[src/rtl/uart_pkg.sv]
// Shared constants, FSM encoding and frame-length helper for the parametrised UART transmitter.
package uart_pkg;

  localparam int PARITY_NONE = 0;
  localparam int PARITY_EVEN = 1;
  localparam int PARITY_ODD  = 2;

  typedef enum logic [2:0] {
    ST_IDLE,
    ST_START,
    ST_DATA,
    ST_PARITY,
    ST_STOP
  } tx_state_e;

  // Total clocks occupied by one frame on the wire.
  function automatic int frame_len(input int cpb, input int dbits, input int par, input int stop);
    return cpb * (1 + dbits + ((par != PARITY_NONE) ? 1 : 0) + stop);
  endfunction

endpackage

[src/rtl/uart_tx_fifo.sv]
// Small synchronous FIFO with show-ahead head word; a push at full is refused even alongside a pop.
module uart_tx_fifo #(
  parameter int WIDTH = 8,
  parameter int DEPTH = 4
) (
  input  logic                     clk,
  input  logic                     rst,
  input  logic                     push,
  input  logic                     pop,
  input  logic [WIDTH-1:0]         wdata,
  output logic [WIDTH-1:0]         rdata,
  output logic                     empty,
  output logic                     full,
  output logic [$clog2(DEPTH):0]   count
);

  localparam int PTR_W = $clog2(DEPTH);
  localparam int CNT_W = PTR_W + 1;

  logic [WIDTH-1:0] mem_q [DEPTH];
  logic [PTR_W-1:0] wr_ptr_q;
  logic [PTR_W-1:0] rd_ptr_q;
  logic [CNT_W-1:0] count_q;
  logic [CNT_W-1:0] count_d;
  logic             do_push;
  logic             do_pop;

  assign full    = (count_q == CNT_W'(DEPTH));
  assign empty   = (count_q == '0);
  assign do_push = push && !full;
  assign do_pop  = pop && !empty;
  assign rdata   = mem_q[rd_ptr_q];
  assign count   = count_q;

  always_comb begin
    count_d = count_q;
    if (do_push && !do_pop) begin
      count_d = count_q + CNT_W'(1);
    end else if (!do_push && do_pop) begin
      count_d = count_q - CNT_W'(1);
    end
  end

  always_ff @(posedge clk) begin
    if (do_push) begin
      mem_q[wr_ptr_q] <= wdata;
    end
  end

  // Pointers wrap naturally because DEPTH is a power of two.
  always_ff @(posedge clk or posedge rst) begin
    if (rst) begin
      wr_ptr_q <= '0;
      rd_ptr_q <= '0;
      count_q  <= '0;
    end else begin
      if (do_push) wr_ptr_q <= wr_ptr_q + PTR_W'(1);
      if (do_pop)  rd_ptr_q <= rd_ptr_q + PTR_W'(1);
      count_q <= count_d;
    end
  end

endmodule

[src/rtl/uart_tx_param.sv]
// Parametrised UART transmitter: FIFO-buffered words serialised as start/data/parity/stop frames.
module uart_tx_param
  import uart_pkg::*;
#(
  parameter int CLKS_PER_BIT = 4,
  parameter int DATA_BITS    = 8,
  parameter int PARITY       = 0,
  parameter int STOP_BITS    = 1,
  parameter int FIFO_DEPTH   = 4
) (
  input  logic                          clk,
  input  logic                          rst,
  input  logic [DATA_BITS-1:0]          in_data,
  input  logic                          in_valid,
  output logic                          in_ready,
  input  logic                          tx_en,
  output logic                          tx,
  output logic                          busy,
  output logic [$clog2(FIFO_DEPTH):0]   fifo_count
);

  localparam int BAUD_W = $clog2(CLKS_PER_BIT);
  localparam int BIT_W  = $clog2(DATA_BITS + 1);

  tx_state_e            state_q;
  logic [BAUD_W-1:0]    baud_q;
  logic [BIT_W-1:0]     bit_q;
  logic [DATA_BITS-1:0] shift_q;
  logic                 parity_q;
  logic                 tx_q;
  logic                 busy_q;

  logic [DATA_BITS-1:0] fifo_rdata;
  logic                 fifo_empty;
  logic                 fifo_full;
  logic                 bit_end;
  logic                 last_data;
  logic                 last_stop;
  logic                 pop;

  uart_tx_fifo #(
    .WIDTH (DATA_BITS),
    .DEPTH (FIFO_DEPTH)
  ) u_fifo (
    .clk   (clk),
    .rst   (rst),
    .push  (in_valid),
    .pop   (pop),
    .wdata (in_data),
    .rdata (fifo_rdata),
    .empty (fifo_empty),
    .full  (fifo_full),
    .count (fifo_count)
  );

  assign in_ready  = !fifo_full && !rst;
  assign bit_end   = (baud_q == BAUD_W'(CLKS_PER_BIT - 1));
  assign last_data = (bit_q == BIT_W'(DATA_BITS - 1));
  assign last_stop = (bit_q == BIT_W'(STOP_BITS - 1));
  // Pop either from idle or exactly at the end of the last stop bit, giving gapless frames.
  assign pop = tx_en && !fifo_empty &&
               ((state_q == ST_IDLE) || ((state_q == ST_STOP) && bit_end && last_stop));

  assign tx   = tx_q;
  assign busy = busy_q;

  always_ff @(posedge clk or posedge rst) begin
    if (rst) begin
      state_q  <= ST_IDLE;
      baud_q   <= '0;
      bit_q    <= '0;
      shift_q  <= '0;
      parity_q <= 1'b0;
      tx_q     <= 1'b1;
      busy_q   <= 1'b0;
    end else begin
      baud_q <= (state_q == ST_IDLE || bit_end) ? '0 : baud_q + BAUD_W'(1);
      if (pop) begin
        shift_q  <= fifo_rdata;
        parity_q <= (^fifo_rdata) ^ (PARITY == PARITY_ODD);
        tx_q     <= 1'b0;
        busy_q   <= 1'b1;
        bit_q    <= '0;
        state_q  <= ST_START;
      end else begin
        case (state_q)
          ST_START: if (bit_end) begin
            bit_q   <= '0;
            tx_q    <= shift_q[0];
            state_q <= ST_DATA;
          end
          ST_DATA: if (bit_end) begin
            shift_q <= shift_q >> 1;
            if (last_data) begin
              bit_q <= '0;
              if (PARITY != PARITY_NONE) begin
                tx_q    <= parity_q;
                state_q <= ST_PARITY;
              end else begin
                tx_q    <= 1'b1;
                state_q <= ST_STOP;
              end
            end else begin
              bit_q <= bit_q + BIT_W'(1);
              tx_q  <= shift_q[1];
            end
          end
          ST_PARITY: if (bit_end) begin
            bit_q   <= '0;
            tx_q    <= 1'b1;
            state_q <= ST_STOP;
          end
          ST_STOP: if (bit_end) begin
            if (last_stop) begin
              busy_q  <= 1'b0;
              tx_q    <= 1'b1;
              state_q <= ST_IDLE;
            end else begin
              bit_q <= bit_q + BIT_W'(1);
            end
          end
          default: begin
            tx_q    <= 1'b1;
            busy_q  <= 1'b0;
            state_q <= ST_IDLE;
          end
        endcase
      end
    end
  end

endmodule
[config.mk]
export PLATFORM = sky130hd
export DESIGN_NAME = uart_tx_param
export DESIGN_NICKNAME = d
export VERILOG_FILES = /design/src/rtl/uart_pkg.sv /design/src/rtl/uart_tx_fifo.sv /design/src/rtl/uart_tx_param.sv
export SDC_FILE = /design/constraint.sdc
export NUM_CORES = 1
export LEC_CHECK = 0
export CAP_MARGIN = 5
export CORE_MARGIN = 2
export CORE_UTILIZATION = 25
export DETAILED_ROUTE_END_ITERATION = 8
export PLACE_DENSITY = 0.45
export SLEW_MARGIN = 40
export SYNTH_ARGS = -nofsm -noshare
export SYNTH_HDL_FRONTEND = slang
export SYNTH_SLANG_ARGS = --single-unit
[constraint.sdc]
create_clock -name clk -period 5.8 [get_ports clk]
set_clock_uncertainty 0.05 [all_clocks]
set_input_delay 0.58 -clock clk [delete_from_list [all_inputs] [get_ports clk]]
set_output_delay 0.58 -clock clk [all_outputs]
set_load 0.01 [all_outputs]
==> metrics <==
Arr. time, crit path=3.08 ns; most area-consuming cells after synthesis=edfxtp_1, dfrtp_1, mux4_2, ha_1, o21ai_0; final hold violation count=0; CP Capture Type=flip-flop; max frequency=344 MHz; first-pass GRT wire length=8160 µm; hold buffer count at cts=0; post_cts resized=0; final net count=approximately 230; synthesis-to-finish area growth=19.5%; htree depth=3; Metal-1 WL=~2200 µm; EDFF count, synth=32; Synth Area per Inst=~14 µm²; Power Density=506 nW/µm²; post-detail-place hpwl=3240 µm; largest family of logic cells by synthesized area=multiplexers; CP startpoint kind=flip-flop; Synth top cells by count=edfxtp_1, dfrtp_1, o21ai_0, nand2_1, inv_1; largest area contributor in the netlist=edfxtp_1; total global-route track usage=a little under a tenth; Leakage Power=0.00115 µW; CP max stage cell=o211a_1; register area share after synthesis=around 61%; Adder-Cell Fraction of Synth Area=approximately 4.5%; port bufs=17; FF+latch count, synth=58; Worst path max stage delay=0.57 ns; Die Width=roughly 110 µm; CP Data Required Time=5.97 ns; CP Class=flip-flop to flip-flop; routed vias=1,554; GRT overflow=0; relative slew slack=a little under three fifths; share of cells above drive strength 1=roughly 15%; synthesized instance count=between 150 and 200; Final setup viols=0; CTS Sinks=between 50 and 60; top_reg_cell synth=edfxtp_1; post-synthesis cell type count=44; metal3 WL=146 µm; Initial Util=25.7%; Peak VDD IR=roughly 150 µV; vias in the first global route=1,625; synth warn=0; Slew Limit Fails=0; type of the worst min-delay path=flip-flop to flip-flop; initial antenna violation count=0; FFs w/ async S/R, synth=approximately 45%; drt pass-1 iters=4; Mapped Nets=213; count leader, synth=edfxtp_1; Simple-Gate Fraction of Synth Area=9.34%; CTS max path bufs=2; worst skew pair latency=roughly 0.34 ns; CP max FO=23; drt via density=around 4.4; CTS Buf Count=9; routed wire length=approximately 4800 µm; die area=~11,000 µm²; die height=roughly 110 µm; Min Hold Slack=just under 0.4 ns; filler cell count=1,041; post-synth top area share=between 30% and 40%; mux contribution to synthesized area=between 10% and 20%; Post-CTS Setup Bufs=0; Rows=37; GPL Wtd Cong=0.663; root buf cell=clkbuf_8; Final Cycle Share=50.1%; Synth Area in Compound Gates=a little under a tenth; CORE AREA=between 10,000 and 15,000 µm²; Least-Margin Pin Slew=0.655 ns; I/O pin count=18; Max-cap violations=0; fin crit period=just under 3 ns; Post-Route Setup TNS=0 ns; met2 WL=between 2000 and 2500 µm; CTS tree=built; DRT iter0 DRCs=52; Reg2Reg Setup Slack=2.89 ns; Finished Cell Area=3170 µm²; post-route antenna net violation count=0; Reg clk slew, reported paths=around 0.080 ns; RSZ-0062 raised after global routing=no; Post-DP Area=roughly 2900 µm²; Mapped Area=roughly 2700 µm²; WL per Instance=13.5 µm; diodes inserted=0; Remaining DRCs=0; cells along the critical path=ha_1, and4bb_4, o211a_1, inv_1, ha_1, inv_1, fa_1, mux2_2; xor/xnor share of the synthesized area=2.31%; pin count of the biggest net entering global routing=27; outcome=completed; DR top layer=met4
flip-flops by register name, summed over array words and instances, names as in the netlist:
signal / cells
u_fifo.mem_q: 32
shift_q: 8
bit_q: 4
state_q: 3
u_fifo.count: 3
baud_q: 2
u_fifo.rd_ptr_q: 2
u_fifo.wr_ptr_q: 2
busy: 1
tx: 1
kinds of logic (layout without fill, tap and decap cells):
family	after synthesis	in the layout
multiplexers	17	17
flip-flops	58	58
adder cells (fa/ha/maj)	9	9
AND/OR/NAND/NOR	45	45
XOR/XNOR	7	7
buffers and inverters	18	42
AO/OA/AOI/OAI	38	38
power breakdown:
part	switching, µW	internal (µW)	total, µW
combinational	234	249	483
clock	175	245	420
sequential	127	574	701
total	536	1070	1600
worst max-delay path, delay by kind of cell (launching register included):
kind,cells,cell delay [ns]
AOI/OAI and AO/OA,1,0.57
adders and majority gates,3,1.00
buffers and inverters,2,0.23
DFF,1,0.36
muxes,1,0.26
and+or+nand+nor,1,0.31
per-stage QoR:
stage / setup WS (ns) / total power [µW] / instances / util, %
2_1_floorplan: 3.48 / 1060 / 192 / -
4_1_cts: 2.83 / 1630 / 352 / 30.7
5_1_grt: 2.62 / 1730 / 352 / 30.7
3_3_place_gp: 2.63 / 1200 / 336 / 28.5
6_report: 2.89 / 1600 / 352 / 30.7
3_5_place_dp: 2.51 / 1200 / 336 / 28.5
cell usage in the layout (no fill, tap or decap), types with 3 or more instances in the layout:
cell type / count
edfxtp_1: 32
dfrtp_1: 25
o21ai_0: 17
clkdlybuf4s50_1: 17
nand2_1: 16
clkbuf_8: 9
nor2_1: 8
inv_1: 8
mux4_2: 8
ha_1: 8
mux2i_1: 7
and2_1: 5
clkinv_4: 5
o31ai_1: 4
xnor2_1: 4
a21oi_1: 4
xor2_1: 3
final cells by class:
type / count / area [µm²] / area share [%]
clock buffers: 9 / 124 / 3.91
clock inverters: 7 / 104 / 3.28
inverters: 9 / 33.8 / 1.07
multi-input cells: 116 / 955 / 30.1
flip-flops and latches: 58 / 1610 / 50.9
well taps: 136 / 170 / 5.37
repair buffers: 17 / 170 / 5.37
worst paths after layout:
path	from	end	cells after the start
worst max-delay path	baud_q[0]$_DFF_PP0_	u_fifo.count[1]$_DFFE_PP0P_	8
worst min-delay path	baud_q[0]$_DFF_PP0_	baud_q[0]$_DFF_PP0_	1
worst max register to register	baud_q[0]$_DFF_PP0_	u_fifo.count[1]$_DFFE_PP0P_	8
worst min register to register	baud_q[0]$_DFF_PP0_	baud_q[0]$_DFF_PP0_	1
max in group asynchronous	rst	u_fifo.rd_ptr_q[0]$_DFFE_PP0P_	2
min in group asynchronous	rst	bit_q[1]$_DFFE_PP0P_	2
layer usage:
layer  vias to the layer above  global-route usage (%)
li1                        751                       -
met1                       773                    11.7
met2                        19                    14.8
met3                        11                    2.98
met4                         0                    5.01
met5                         -                       0
Power figures use the tool's default switching activity.
